===== config.mk =====
export PLATFORM = sky130hd
export DESIGN_NAME = s2p_aligner_multilane
export DESIGN_NICKNAME = d
export VERILOG_FILES = /design/src/rtl/s2p_aligner_multilane_pkg.sv /design/src/rtl/s2p_aligner_multilane_lane.sv /design/src/rtl/s2p_aligner_multilane.sv
export SDC_FILE = /design/constraint.sdc
export NUM_CORES = 1
export LEC_CHECK = 0
export BUFFER_PORTS_ARGS = -buffer_cell sky130_fd_sc_hd__buf_2
export CORE_ASPECT_RATIO = 0.5
export CORE_MARGIN = 2
export CORE_UTILIZATION = 45
export CTS_CLUSTER_SIZE = 16
export DETAILED_ROUTE_END_ITERATION = 6
export PLACE_DENSITY = 0.61
export RECOVER_POWER = 25
export SYNTH_ARGS = -nofsm -noshare
export SYNTH_HDL_FRONTEND = slang
export SYNTH_SLANG_ARGS = --single-unit
export TNS_END_PERCENT = 100

===== constraint.sdc =====
create_clock -name CLK -period 2.28 [get_ports CLK]
set_input_delay 0.456 -clock CLK [delete_from_list [all_inputs] [get_ports CLK]]
set_output_delay 0.456 -clock CLK [all_outputs]
set_load 0.005 [all_outputs]

===== src/rtl/s2p_aligner_multilane_pkg.sv =====
// ============================================================================
// Module      : s2p_aligner_multilane_pkg
// Description : Shared lane state encoding and default alignment symbol.
// Revision    : 1.0 - initial release
// ============================================================================
`default_nettype none

package s2p_aligner_multilane_pkg;

    typedef enum logic [1:0] {
        SEARCH = 2'd0,
        ALIGN  = 2'd1,
        LOCKED = 2'd2
    } lane_state_e;

    localparam logic [7:0] DEFAULT_COMMA = 8'hBC;

endpackage

`default_nettype wire


===== src/rtl/s2p_aligner_multilane_lane.sv =====
// ============================================================================
// Module      : s2p_aligner_multilane_lane
// Description : One serial lane: MSB-first deserialiser with comma word lock.
// Revision    : 1.0 - initial release
// ============================================================================
`default_nettype none

module s2p_aligner_multilane_lane
    import s2p_aligner_multilane_pkg::*;
#(
    parameter int               WIDTH       = 8,
    parameter logic [WIDTH-1:0] COMMA       = WIDTH'(DEFAULT_COMMA),
    parameter int               LOCK_COMMAS = 2
) (
    input  logic             CLK,
    input  logic             reset,
    input  logic             ENB,
    input  logic             s_in,
    output logic [WIDTH-1:0] p_out,
    output logic             p_valid,
    output logic             p_comma,
    output logic             locked
);

    localparam int             BW             = (WIDTH > 1) ? $clog2(WIDTH) : 1;
    localparam int             CW             = $clog2(LOCK_COMMAS + 1);
    localparam logic [BW-1:0]  c_last_bit     = BW'(WIDTH - 1);
    localparam logic [CW-1:0]  c_lock_target  = CW'(LOCK_COMMAS);

    lane_state_e      state_q, state_d;
    logic [WIDTH-1:0] shift_q, shift_d;
    logic [WIDTH-1:0] word_q, word_d;
    logic [BW-1:0]    bit_cnt_q, bit_cnt_d;
    logic [CW-1:0]    comma_cnt_q, comma_cnt_d;
    logic             valid_q, valid_d;
    logic             is_comma_q, is_comma_d;
    logic             locked_q, locked_d;

    logic [WIDTH-1:0] w_nxt;
    logic             w_boundary;
    logic             w_nxt_comma;
    logic [CW-1:0]    w_cnt_inc;

    assign w_nxt       = {shift_q[WIDTH-2:0], s_in};
    assign w_boundary  = (bit_cnt_q == c_last_bit);
    assign w_nxt_comma = (w_nxt == COMMA);
    assign w_cnt_inc   = comma_cnt_q + CW'(1);

    always_comb begin
        state_d     = state_q;
        shift_d     = shift_q;
        word_d      = word_q;
        bit_cnt_d   = bit_cnt_q;
        comma_cnt_d = comma_cnt_q;
        valid_d     = 1'b0;
        is_comma_d  = 1'b0;
        locked_d    = locked_q;

        if (!ENB) begin
            // Disabled: drop lock but keep the shift register and last word.
            state_d     = SEARCH;
            bit_cnt_d   = '0;
            comma_cnt_d = '0;
            locked_d    = 1'b0;
        end else begin
            shift_d   = w_nxt;
            bit_cnt_d = w_boundary ? '0 : bit_cnt_q + BW'(1);
            case (state_q)
                SEARCH: begin
                    if (w_nxt_comma) begin
                        bit_cnt_d   = '0;
                        comma_cnt_d = CW'(1);
                        if (LOCK_COMMAS == 1) begin
                            state_d  = LOCKED;
                            locked_d = 1'b1;
                        end else begin
                            state_d = ALIGN;
                        end
                    end
                end
                ALIGN: begin
                    if (w_boundary) begin
                        if (w_nxt_comma) begin
                            comma_cnt_d = w_cnt_inc;
                            if (w_cnt_inc == c_lock_target) begin
                                state_d  = LOCKED;
                                locked_d = 1'b1;
                            end
                        end else begin
                            state_d     = SEARCH;
                            comma_cnt_d = '0;
                        end
                    end
                end
                LOCKED: begin
                    if (w_boundary) begin
                        word_d     = w_nxt;
                        valid_d    = 1'b1;
                        is_comma_d = w_nxt_comma;
                    end
                end
                default: begin
                    state_d = SEARCH;
                end
            endcase
        end
    end

    always_ff @(posedge CLK or negedge reset) begin
        if (!reset) begin
            state_q     <= SEARCH;
            shift_q     <= '0;
            word_q      <= '0;
            bit_cnt_q   <= '0;
            comma_cnt_q <= '0;
            valid_q     <= 1'b0;
            is_comma_q  <= 1'b0;
            locked_q    <= 1'b0;
        end else begin
            state_q     <= state_d;
            shift_q     <= shift_d;
            word_q      <= word_d;
            bit_cnt_q   <= bit_cnt_d;
            comma_cnt_q <= comma_cnt_d;
            valid_q     <= valid_d;
            is_comma_q  <= is_comma_d;
            locked_q    <= locked_d;
        end
    end

    assign p_out   = word_q;
    assign p_valid = valid_q;
    assign p_comma = is_comma_q;
    assign locked  = locked_q;

endmodule

`default_nettype wire


===== src/rtl/s2p_aligner_multilane.sv =====
// ============================================================================
// Module      : s2p_aligner_multilane
// Description : LANES independent comma-aligned serial-to-parallel lanes.
// Revision    : 1.0 - initial release
// ============================================================================
`default_nettype none

module s2p_aligner_multilane
    import s2p_aligner_multilane_pkg::*;
#(
    parameter int               LANES       = 4,
    parameter int               WIDTH       = 8,
    parameter logic [WIDTH-1:0] COMMA       = WIDTH'(DEFAULT_COMMA),
    parameter int               LOCK_COMMAS = 2
) (
    input  logic                   CLK,
    input  logic                   reset,
    input  logic                   ENB,
    input  logic [LANES-1:0]       s_in,
    output logic [LANES*WIDTH-1:0] p_out,
    output logic [LANES-1:0]       p_valid,
    output logic [LANES-1:0]       p_comma,
    output logic [LANES-1:0]       locked,
    output logic                   all_locked
);

    // Lane skew is deliberately not corrected; each lane strobes on its own boundary.
    for (genvar k = 0; k < LANES; k++) begin : g_lane
        s2p_aligner_multilane_lane #(
            .WIDTH       (WIDTH),
            .COMMA       (COMMA),
            .LOCK_COMMAS (LOCK_COMMAS)
        ) u_lane (
            .CLK     (CLK),
            .reset   (reset),
            .ENB     (ENB),
            .s_in    (s_in[k]),
            .p_out   (p_out[k*WIDTH +: WIDTH]),
            .p_valid (p_valid[k]),
            .p_comma (p_comma[k]),
            .locked  (locked[k])
        );
    end

    assign all_locked = &locked;

endmodule

`default_nettype wire


==> results.tsv <==
metric	value	unit
nets	385	
worst_clock_skew	0.004475	ns
average_cell_area_after_synthesis	13.44	sq um
grt_first_pass_wirelength	12520	um
cts_root_buf	sky130_fd_sc_hd__clkbuf_16	
final_core_utilization	52.79	%
synthesis.yosys.warnings	0	
crit_path_max_incr_delay	0.59	ns
die_area	10440	sq um
finish.cell_count_without_fillers	491	
synth.area.top_cells	sky130_fd_sc_hd__dfrtp_1, sky130_fd_sc_hd__mux2_2, sky130_fd_sc_hd__ha_1, sky130_fd_sc_hd__mux2_4, sky130_fd_sc_hd__buf_4	
yosysUniqueCellTypes	51	
peakVddDrop	409.4	uV
path_max_fanout	10	
ctsLongestPathBuffers	2	
post_synth_inst_count	321	
synthToLayoutAreaGrowth	14.79	%
post_synth_and_or_nand_nor_area_fraction	10.73	%
die_x	142.5	um
antenna_cells_inserted	0	
detail_route.wl_per_cell	15.07	um
synth-seq-cells	100	
core.rowCount	25	
layout_min_cycle_time	1.933	ns
max-slew-margin-rel	17.91	%
ys_seq_area_share	57.99	%
first_global_vias	2570	
fmax	517.3	MHz
grt_start_max_net_pins	50	
buffers_inserted_during_post_cts_setup_optimization	0	
run_status	completed	
die_height	73.25	um
cpMostUsedCell	sky130_fd_sc_hd__ha_1	
holdCritPathClass	input pin to asynchronous set/reset pin	
final.period_utilization	84.79	%
hold_violations	0	
final_routed_drc_violation_total	0	
wirelength_routed	7398	um
post_synth_mux_area_share	16.35	%
cts.clk_slew.worst_paths	0.07	ns
post_synth_xor_area_fraction	0	%
first_iter_violations	175	
synthAdderAreaFrac	3.479	%
criticalPathCategory	register to register	
drv_slew	0	
clk_latency_worst_skew_pair	0.34	ns
cts.hold.buffers_added	0	
setup_viol	0	
synth.largest_area_cell	sky130_fd_sc_hd__dfrtp_1	
cp_cell_sequence	ha_1 > ha_1 > inv_1 > or3_1 > mux2_4	
hold_slack	0.3686	ns
core	9384	sq um
cts.sink_count	100	
antenna_found_initial	0	
critPathCaptureType	register	
synth_top_cell_area_share	57.99	%
worst-slew-pin-transition	1.231	ns
avgViaCountPerCell	5.320	
leakagePower	2.462	nW
synth.net_count	340	
power.density	812.9	nW/um^2
floorplan.initialDensity	45.99	%
ios	52	
fin_tns_setup	0	ns
portBuffers	51	
critPathArrivalTime	2.16	ns
syn-cell-area	4315	sq um
synth-async-reset-ratio	100.0	%
grt_remaining_overflow	0	
firstDrtPassIters	4	
tritoncts.num_buffers	9	
required	2.50	ns
place_area	4631	sq um
via_count	2612	
numPlacedInstances	476	
synth_compound_area_share	6.408	%
final_layout_size_suffix_gt1_share	37.30	%
gp_congestion	0.8259	
rsz_0062_raised_after_global_routing	false	
dp_hpwl	5076	um
cap_viol_max_count	0	
cp-start-kind	register	
synth_top_family_by_area	multiplexers	
timing.critical_path.slowest_stage_cell	sky130_fd_sc_hd__or3_1	
cts_h_tree_depth	3	
postLayoutCellArea	4954	sq um
synth-main-ff-cell	sky130_fd_sc_hd__dfrtp_1	
layout.filler_cells	798	
post_synth_edffs	0	
antenna_left	0	
grt_usage	15.60	%
postCtsResizedCells	0	
cts_tree	done	
-- critical path, delay by kind of cell, from the launching register on --
family	cells	cell delay [ns]
DFF	1	0.37
muxes	1	0.38
and+or+nand+nor	1	0.59
adders and majority gates	2	0.41
buffers and inverters	1	0.08
-- path summary, 6_finish.rpt --
kind / start / to / slack (ns) / cells past startpoint
max in group asynchronous: reset / g_lane[3].u_lane.bit_cnt_q[2]$_DFF_PN0_ / 0.64 / 2
worst min-delay path: reset / g_lane[1].u_lane.p_out[2]$_DFFE_PN0P_ / 0.37 / 1
min in group CLK: s_in[2] / g_lane[2].u_lane.p_out[0]$_DFFE_PN0P_ / 0.38 / 2
worst max-delay path: g_lane[2].u_lane.bit_cnt_q[0]$_DFF_PN0_ / g_lane[2].u_lane.p_out[4]$_DFFE_PN0P_ / 0.35 / 5
worst max register to register: g_lane[2].u_lane.bit_cnt_q[0]$_DFF_PN0_ / g_lane[2].u_lane.p_out[4]$_DFFE_PN0P_ / 0.35 / 5
worst min register to register: g_lane[1].u_lane.bit_cnt_q[0]$_DFF_PN0_ / g_lane[1].u_lane.bit_cnt_q[0]$_DFF_PN0_ / 0.45 / 1
-- area by class of cell --
class	count	area (sq um)	area share, %
clock buffer	11	242.7	4.900
clock inverter	4	97.59	1.970
inverter	17	66.31	1.339
multi-input combinational	181	1595	32.21
sequential	100	2502	50.52
tap	121	151.4	3.056
timing repair buffer	57	297.8	6.012
-- sequential cells by signal, indices dropped and copies added (netlist names) --
signal and count:
g_lane.u_lane.p_out 32, g_lane.u_lane.shift_q 28, g_lane.u_lane.bit_cnt_q 12, g_lane.u_lane.comma_cnt_q 8, g_lane.u_lane.state_q 8, g_lane.u_lane.locked 4, g_lane.u_lane.p_comma 4, g_lane.u_lane.p_valid 4
-- cell usage in the layout, fill, tap and decap left out, types with 3 or more instances in the layout --
| cell type | synthesis | final |
|---|---|---|
| sky130_fd_sc_hd__bufinv_16 | 0 | 3 |
| sky130_fd_sc_hd__ha_1 | 12 | 12 |
| sky130_fd_sc_hd__nand3b_1 | 3 | 3 |
| sky130_fd_sc_hd__nor3b_1 | 3 | 3 |
| sky130_fd_sc_hd__o21ai_0 | 3 | 3 |
| sky130_fd_sc_hd__nand4bb_1 | 3 | 3 |
| sky130_fd_sc_hd__nor2b_1 | 4 | 4 |
| sky130_fd_sc_hd__and3b_1 | 3 | 3 |
| sky130_fd_sc_hd__nand4b_1 | 3 | 3 |
| sky130_fd_sc_hd__mux2_2 | 52 | 52 |
| sky130_fd_sc_hd__inv_1 | 16 | 16 |
| sky130_fd_sc_hd__nor2_1 | 5 | 5 |
| sky130_fd_sc_hd__buf_2 | 4 | 50 |
| sky130_fd_sc_hd__a211oi_1 | 4 | 4 |
| sky130_fd_sc_hd__clkbuf_16 | 0 | 9 |
| sky130_fd_sc_hd__nand2_1 | 11 | 11 |
| sky130_fd_sc_hd__mux2_4 | 8 | 8 |
| sky130_fd_sc_hd__nand3_1 | 5 | 5 |
| sky130_fd_sc_hd__nor4_1 | 5 | 5 |
| sky130_fd_sc_hd__buf_4 | 12 | 5 |
| sky130_fd_sc_hd__a211o_1 | 4 | 4 |
| sky130_fd_sc_hd__nand4_1 | 3 | 3 |
| sky130_fd_sc_hd__a21oi_1 | 8 | 8 |
| sky130_fd_sc_hd__dfrtp_1 | 100 | 100 |
| sky130_fd_sc_hd__nand2b_1 | 5 | 5 |
| sky130_fd_sc_hd__nor3_1 | 8 | 8 |
| sky130_fd_sc_hd__or3_1 | 3 | 3 |
| sky130_fd_sc_hd__o21a_1 | 4 | 4 |
-- stage by stage --
| step | power [mW] | worst slack, ns |
|---|---|---|
| 2_1_floorplan | 2.235 | 0.5935 |
| 3_3_place_gp | 2.336 | 0.3977 |
| 3_5_place_dp | 2.361 | 0.3305 |
| 4_1_cts | 4.092 | 0.3474 |
| 5_1_grt | 4.205 | 0.2463 |
| 6_report | 4.026 | 0.3469 |
-- synthesized netlist by cell type (all sizes together) (4+ instances only) --
| cell type | count |
|---|---|
| dfrtp | 100 |
| mux2 | 60 |
| buf | 19 |
| inv | 17 |
| ha | 12 |
| nand2 | 11 |
| a21oi | 8 |
| nor3 | 8 |
| nand3 | 6 |
| nand2b | 5 |
| nor2 | 5 |
| nor4 | 5 |
| a211o | 4 |
| a211oi | 4 |
| clkbuf | 4 |
| nand4 | 4 |
| nand4b | 4 |
| nor2b | 4 |
| o21a | 4 |
-- power by group --
group / switching [mW] / leakage, nW / internal, mW
Combinational: 0.126 / 0.974 / 0.148
Sequential: 0.125 / 1.33 / 1.92
Clock: 0.615 / 0.162 / 1.10
Total: 0.866 / 2.46 / 3.16
-- layer usage --
metal	share of wire [%]	wire length [um]	GRT usage (%)
met1	48	3582	20.12
met2	46	3410	25.11
met3	3.9	289	4.462
met4	1.6	115	6.601
met5	0	0	0
-- kinds of logic after synthesis --
logic type	count (synthesis)
simple gates	72
fa+ha+maj	12
flops	100
compound gates	37
mux	60
buf+inv	40
Power figures use the tool's default switching activity.
